<file path="src/rtl/xilinx_fifo_sync_reader.sv">
// Read-side adapter for the synchronous FIFO macro in standard (non-FWFT) mode.
// Issues RDEN, absorbs the 1+DO_REG read latency and presents a valid/ready stream.
//
// Ports:
//   CLK, RST         clock and asynchronous active-high reset (shared with macro)
//   FIFO_EMPTY       macro EMPTY
//   FIFO_DO          macro DO
//   FIFO_RDERR       macro RDERR
//   FIFO_RDEN        macro RDEN
//   M_VALID          stream valid (buffer not empty)
//   M_READY          stream consumer ready
//   M_DATA           stream data (buffer head)
//   OCCUPANCY        words held in the output buffer
//   RDERR_STICKY     latched FIFO_RDERR, cleared only by RST
module xilinx_fifo_sync_reader #(
  parameter int DATA_WIDTH = 4,
  parameter int DO_REG     = 0
) (
  input  logic                  CLK,
  input  logic                  RST,
  input  logic                  FIFO_EMPTY,
  input  logic [DATA_WIDTH-1:0] FIFO_DO,
  input  logic                  FIFO_RDERR,
  output logic                  FIFO_RDEN,
  output logic                  M_VALID,
  input  logic                  M_READY,
  output logic [DATA_WIDTH-1:0] M_DATA,
  output logic [1:0]            OCCUPANCY,
  output logic                  RDERR_STICKY
);

  localparam int LAT       = 1 + DO_REG;
  localparam int BUF_DEPTH = LAT + 1;

  localparam logic [2:0] DEPTH_W  = 3'(BUF_DEPTH);
  localparam logic [1:0] DEPTH_O  = 2'(BUF_DEPTH);
  localparam logic [1:0] PTR_LAST = 2'(BUF_DEPTH - 1);

  logic [LAT-1:0]        vld;
  logic [LAT:0]          chain;
  logic [2:0]            inflight;
  logic [2:0]            budget;
  logic                  capture;
  logic                  pop;
  logic [1:0]            wp;
  logic [1:0]            rp;
  // Four slots keep the 2-bit pointers a clean index; only
  // BUF_DEPTH of them are ever addressed.
  logic [DATA_WIDTH-1:0] mem [4];

  assign capture = vld[LAT-1];
  assign M_VALID = (OCCUPANCY != 2'd0);
  assign pop     = M_VALID & M_READY;
  assign M_DATA  = mem[rp];

  always_comb begin
    inflight = 3'd0;
    for (int i = 0; i < LAT; i++) begin
      inflight = inflight + {2'b00, vld[i]};
    end
  end

  // Words the buffer will have to hold once everything in
  // flight lands, net of the word leaving this cycle.
  assign budget = {1'b0, OCCUPANCY} + inflight
                - {2'b00, pop};

  assign FIFO_RDEN = !RST && !FIFO_EMPTY
                  && (budget < DEPTH_W);

  assign chain = {vld, FIFO_RDEN};

  // Depth 3 is not a power of two, so wrap explicitly.
  function automatic logic [1:0] inc(
    input logic [1:0] p
  );
    return (p == PTR_LAST) ? 2'd0 : p + 2'd1;
  endfunction

  always_ff @(posedge CLK or posedge RST) begin
    if (RST) begin
      vld          <= '0;
      wp           <= '0;
      rp           <= '0;
      OCCUPANCY    <= '0;
      RDERR_STICKY <= 1'b0;
      for (int i = 0; i < 4; i++) begin
        mem[i] <= '0;
      end
    end else begin
      vld <= chain[LAT-1:0];
      if (capture) begin
        mem[wp] <= FIFO_DO;
        wp      <= inc(wp);
      end
      if (pop) begin
        rp <= inc(rp);
      end
      case ({capture, pop})
        2'b10:   OCCUPANCY <= OCCUPANCY + 2'd1;
        2'b01:   OCCUPANCY <= OCCUPANCY - 2'd1;
        default: OCCUPANCY <= OCCUPANCY;
      endcase
      if (FIFO_RDERR) begin
        RDERR_STICKY <= 1'b1;
      end
    end
  end

  // The issue rule guarantees a free slot for every landing word.
  a_no_overflow : assert property (
    @(posedge CLK) disable iff (RST)
    !(capture && !pop && (OCCUPANCY == DEPTH_O))
  );

endmodule

</file>
<file path="config.mk">
export PLATFORM = sky130hd
export DESIGN_NAME = xilinx_fifo_sync_reader
export DESIGN_NICKNAME = d
export VERILOG_FILES = /design/src/rtl/xilinx_fifo_sync_reader.sv
export SDC_FILE = /design/constraint.sdc
export NUM_CORES = 1
export LEC_CHECK = 0
export CAP_MARGIN = 20
export CORE_ASPECT_RATIO = 1.1
export CORE_MARGIN = 2
export CORE_UTILIZATION = 55
export CTS_BUF_LIST = sky130_fd_sc_hd__clkbuf_4 sky130_fd_sc_hd__clkbuf_8 sky130_fd_sc_hd__clkbuf_16
export DETAILED_ROUTE_END_ITERATION = 12
export PLACE_DENSITY_LB_ADDON = 0.2
export SYNTH_ARGS = -nofsm -noshare
export SYNTH_HDL_FRONTEND = slang
export SYNTH_SLANG_ARGS = --single-unit
</file>
<file path="constraint.sdc">
create_clock -name CLK -period 8 [get_ports CLK]
set_clock_uncertainty 0.05 [all_clocks]
set_input_delay 1.6 -clock CLK [delete_from_list [all_inputs] [get_ports CLK]]
set_output_delay 1.6 -clock CLK [all_outputs]
set_load 0.03 [all_outputs]
</file>
==> results.yml, run 1 <==
timing:
  timing.hold.ws_ns: 0.454
  rsz0062_at_grt: "false"
  finalSetupTns_ns: 0
  fmax_mhz: 168
  period_share_pct: 74.6
  setup_slack_ns: 2.03
  hold_viol: 0
  finalMaxSlewViolations: 0
  period_minus_slack_ns: 5.97
  setup_violations: 0
  worst_pin_slew_ns: 0.862
  max_slew_margin_pct: 42.5
die:
  dieArea_mm2: 0.00231
  ioPinCount: 18
  start_util_pct: 59.4
  core_mm2: 0.00180
  die_y_um: 50.3
  die_w_um: 46.1
  rows: 16
power_and_ir_drop:
  powerDensity_mw_per_mm2: 361
  power_leakage_nw: 0.527
  clockPowerShare_pct: 11.0
  p_seq_share_pct: 41.3
  switching_power_mw: 0.170
  combPwrFrac_pct: 47.7
  p_int_mw: 0.291
  irDropWorstVdd_v: 0.000250
  p_sw_share_pct: 36.9
synthesis:
  syn-num-nets: 80
  synth_largest_area_cell: "dfrtp_1"
  syn_inst: 68
  synth_top_cell_area_share_pct: 56.1
  yosys_warnings: 0
  synth_area_mm2: 0.00107
  ys_seq_elements: 24
  yosysSeqAreaShare_pct: 56.1
  netlist_top_cells_area: "dfrtp_1, mux2_2, mux4_2"
  synth_cell_types: 20
  syn_avg_cell_area_um2: 15.7
clocking:
  cts.sinks: 24
  cts_buffers: 3
  cts.repair.resized: 0
  htree_levels: 1
  clk_path_buf_depth: 2
  cts-root-buf: "clkbuf_4"
  insertion_delay_ns: 0.30
  clkTransAtPathRegs_ns: 0.12
  hold_buffers: 0
  cts_tree: "done"
  postCtsSetupBuffers: 0
global_route:
  grt_pass1_wl_um: 2970
  first_global_vias: 629
  track_usage_pct: 18.1
  grt_antenna_before_repair: 0
  overflow: 0
  grt_max_degree: 25
detailed_routing:
  wl_per_cell_um: 16.2
  routed_wl_um: 1700
  avgViaCountPerCell: 5.79
  first_pass_iters: 2
  drc: 0
  drt-initial-drc-count: 6
  final_antenna_net_count: 0
  vias: 608
setup_path:
  cp_data_required_time_ns: 6.35
  critPathCaptureType: "output port"
  cp.arrival_ns: 4.32
  cpMostUsedCell: "clkdlybuf4s50_1"
  cp_max_fo: 4
  crit_type: "primary input to output port"
  start_kind: "primary input"
  critPathSlowestCell: "clkdlybuf4s50_1"
  crit_chain: "clkdlybuf4s50_1, and2_1, ha_1, nand2b_1, fa_1, xor2_1, nor4b_1, clkdlybuf4s50_1"
  slowest_delay_ns: 0.75
placed_design:
  gp_congestion: 0.711
  place_ws_ns: 2.03
  portBuffers: 17
  hpwl_um: 1250
final_layout:
  drive_above_1_share_pct: 31.0
  syn_to_final_growth_pct: 19.6
  diodes: 0
  nets: 101
min_path:
  min-delay-path-class: "register to register"
flow_run:
  max_cap_violations: 0
outcome:
  outcome: "complete, no violations"
## routing by layer
| layer | share of wire [%] | track usage [%] | vias to the layer above |
|---|---|---|---|
| li1 | - | - | 278 |
| met1 | 44 | 24.0 | 312 |
| met2 | 51 | 28.9 | 14 |
| met3 | 3.5 | 3.24 | 4 |
| met4 | 1.5 | 7.14 | 0 |
| met5 | 0 | 0 | - |
## registers in the layout (all words and copies together) (netlist names)
register	cells
capture	1
wp	2
RDERR_STICKY	1
OCCUPANCY	2
rp	2
mem	16
## worst paths after layout
kind,startpoint,end,slack (ns),cells after the start
max,M_READY,FIFO_RDEN,2.03,8
min,RDERR_STICKY,RDERR_STICKY,0.45,1
max reg2reg,OCCUPANCY[1],capture,5.44,7
min reg2reg,RDERR_STICKY,RDERR_STICKY,0.45,1
max in group asynchronous,RST,mem[14],5.64,2
min in group asynchronous,RST,capture,1.74,2
## synthesized netlist by cell type (all sizes together)
cell    count
a21boi      2
and2        1
buf         1
dfrtp      24
fa          1
ha          2
inv         2
mux2       16
mux4        4
nand2b      1
nand3       1
nand3b      2
nor2        1
nor3        1
nor4b       1
or2         2
xnor2       2
xor2        4
## area by class of cell
class                           count  area [um^2]
Sequential cell                    24          601
Inverter                            2         7.51
Tap cell                           18         22.5
Timing Repair Buffer               17          170
Clock buffer                        3         22.5
Fill cell                         139          522
Multi-Input combinational cell     41          457
## cells by family (layout without fill, tap and decap cells)
logic type	after synthesis	count (layout)	share of synthesized area [%]
and+or+nand+nor	10	10	6.90
adders and majority gates	3	3	4.21
buffers and inverters	3	22	1.17
xor gates and xnor gates	6	6	4.91
muxes	20	20	25.3
DFF	24	24	56.1
AOI/OAI and AO/OA	2	2	1.40
## per-stage QoR
| stage | util [%] | cell area, um^2 | total power, mW | instances |
|---|---|---|---|---|
| after floorplan | - | 1070 | 0.344 | 68 |
| after global placement | 69.8 | 1260 | 0.408 | 102 |
| after detailed placement | 69.8 | 1260 | 0.415 | 102 |
| after CTS | 71.0 | 1280 | 0.466 | 105 |
| after global routing | 71.0 | 1280 | 0.490 | 105 |
| final | 71.0 | 1280 | 0.462 | 105 |
## power groups by stage
| stage | clock network (mW) | logic, mW | registers (mW) |
|---|---|---|---|
| after global routing | 0.0572 | 0.236 | 0.197 |
| after floorplan | 0 | 0.153 | 0.191 |
| after CTS | 0.0526 | 0.222 | 0.191 |
| final | 0.0508 | 0.220 | 0.191 |
| after global placement | 0 | 0.216 | 0.192 |
| after detailed placement | 0 | 0.220 | 0.194 |
## cells in the final DEF (no fill, tap or decap), drive strengths merged
cell type and n:
a21boi 2, and2 1, clkbuf 3, clkdlybuf4s50 17, dfrtp 24, fa 1, ha 2, inv 2
mux2 16, mux4 4, nand2b 1, nand3 1, nand3b 2, nor2 1, nor3 1, nor4b 1
or2 2, xnor2 2, xor2 4
## worst max-delay path, delay by kind of cell
kind	cells	cell delay [ns]
fa+ha+maj	2	0.67
buf+inv	2	1.19
xor+xnor	1	0.15
simple gates	3	0.69
Power figures use the tool's default switching activity.
==> run 2: changes to the inputs <==
CORE_UTILIZATION = 51   (was 55)
clock period = 6 ns   (was 8 ns; I/O delays follow)
==> run 2 against run 1 <==
Compared with the run above:
- setup slack worse by 1.2 ns
- utilization down 5.7 points
- clock power up 65%
- via count up 1.2%
- highest routed layer unchanged
==> results.yml, run 2 (synthesis results as in run 1) <==
outcome:
  outcome: "complete, no violations"
setup_path:
  crit_type: "primary input to output port"
  r2r_cells: 7
  reg2reg_slack_ns: 3.46
  r2r_start: "OCCUPANCY[1]"
  reg2reg_to: "capture"
  setup.worst_path.end: "FIFO_RDEN"
  start_kind: "primary input"
  cp_max_fo: 4
  crit_start: "M_READY"
  cp_data_required_time_ns: 4.75
  cp.arrival_ns: 3.92
  critPathCaptureType: "output port"
detailed_routing:
  drt-initial-drc-count: 0
  vias: 615
  avgViaCountPerCell: 5.30
  wl_per_cell_um: 14.6
  routed_wl_um: 1690
  first_pass_iters: 1
  final_antenna_net_count: 0
  drc: 0
global_route:
  first_global_vias: 605
  track_usage_pct: 17.3
  grt_max_degree: 25
  overflow: 0
  grt_pass1_wl_um: 2810
  grt_antenna_before_repair: 0
timing:
  finalMaxSlewViolations: 0
  finalSetupTns_ns: 0
  rsz0062_at_grt: "false"
  worst_pin_slew_ns: 0.891
  period_share_pct: 86.2
  period_minus_slack_ns: 5.17
  fmax_mhz: 193
  setup_violations: 0
  timing.hold.ws_ns: 0.448
  hold_viol: 0
  max_slew_margin_pct: 40.5
clocking:
  cts.repair.resized: 0
  hold_buffers: 0
  htree_levels: 1
  clkTransAtPathRegs_ns: 0.13
  clk_path_buf_depth: 2
  postCtsSetupBuffers: 0
  insertion_delay_ns: 0.31
  cts.sinks: 24
  cts_tree: "done"
  cts_buffers: 3
  cts-root-buf: "clkbuf_4"
final_layout:
  largest_reg_flops: 16
  largest_register: "mem"
  fillCellCount: 170
  drive_above_1_share_pct: 31.8
  syn_to_final_growth_pct: 22.1
  diodes: 0
  final_common_cell: "dfrtp_1"
  nets: 101
  layout_common_cells: "dfrtp_1, clkdlybuf4s50_1, mux2_2"
flow_run:
  max_cap_violations: 0
die:
  die_y_um: 52.0
  core_mm2: 0.00200
  rows: 17
  ioPinCount: 18
  start_util_pct: 53.5
  die_w_um: 47.7
  dieArea_mm2: 0.00248
power_and_ir_drop:
  powerDensity_mw_per_mm2: 482
  power_leakage_nw: 0.534
  irDropWorstVdd_v: 0.000304
placed_design:
  portBuffers: 17
  hpwl_um: 1270
  gp_congestion: 0.709
min_path:
  min-delay-path-class: "register to register"
==> run 2: cell count changes in the layout (fill, tap and decap cells not counted), sizes merged <==
cell | previous run | this run
clkbuf | 3 | 4
==> run 2: metal layers <==
| metal | vias up | GRT usage [%] | wire [um] |
|---|---|---|---|
| met4 | 0 | 8.11 | 14 |
| met5 | - | 0 | 0 |
| met2 | 12 | 27.3 | 871 |
| met1 | 312 | 22.5 | 734 |
| li1 | 289 | - | - |
| met3 | 2 | 3.47 | 66 |
==> run 2: power by group <==
part	internal [mW]	switching, mW
Clock	0.0370	0.0470
Sequential	0.209	0.0459
Combinational	0.155	0.136
==> run 2: worst min-delay path by stage <==
stage | start | end | slack [ns] | depth (start not counted)
floorplan | mem[10] | mem[10] | 0.42 | 1
CTS | RDERR_STICKY | RDERR_STICKY | 0.45 | 1
finish | RDERR_STICKY | RDERR_STICKY | 0.45 | 1
global route | RDERR_STICKY | RDERR_STICKY | 0.46 | 1
detailed placement | RDERR_STICKY | RDERR_STICKY | 0.42 | 1
global placement | RDERR_STICKY | RDERR_STICKY | 0.40 | 1
==> run 2: critical path, cell delays in order <==
cell and delay (ns):
clkdlybuf4s50_1 0.44, and2_1 0.21, ha_1 0.29, nand2b_1 0.17, fa_1 0.38, xor2_1 0.15, nor4b_1 0.34, clkdlybuf4s50_1 0.75
==> run 2: layout make-up <==
type	count	area [um^2]	share of cell area [%]
clock buffer	4	36.3	2.78
inverter	2	7.51	0.575
multi-input combinational	41	457	35.0
sequential	24	601	46.0
tap	28	35.0	2.68
timing repair buffer	17	170	13.0
==> run 2: per-stage QoR <==
stage	total power, mW	setup WS [ns]	instance area (um^2)	util (%)	instances
after floorplan	0.459	1.29	1070	-	68
after global placement	0.544	0.917	1270	63.5	112
after detailed placement	0.553	0.838	1270	63.5	112
after CTS	0.638	0.838	1310	65.3	116
after global routing	0.673	0.684	1310	65.3	116
final	0.630	0.829	1310	65.3	116
==> run 3: changes to the inputs <==
clock period = 5.5 ns   (was 6 ns; I/O delays follow)
==> results of run 3 <==
The final DEF is identical to that of run 2. Status: complete, no violations.
Main changes from that run: setup slack after placement 0.838 ns -> 0.538 ns; setup slack after layout 0.829 ns -> 0.529 ns; register-to-register setup slack 3.46 ns -> 2.96 ns; total power 0.630 mW -> 0.687 mW; worst IR drop on VDD 0.000304 V -> 0.000332 V
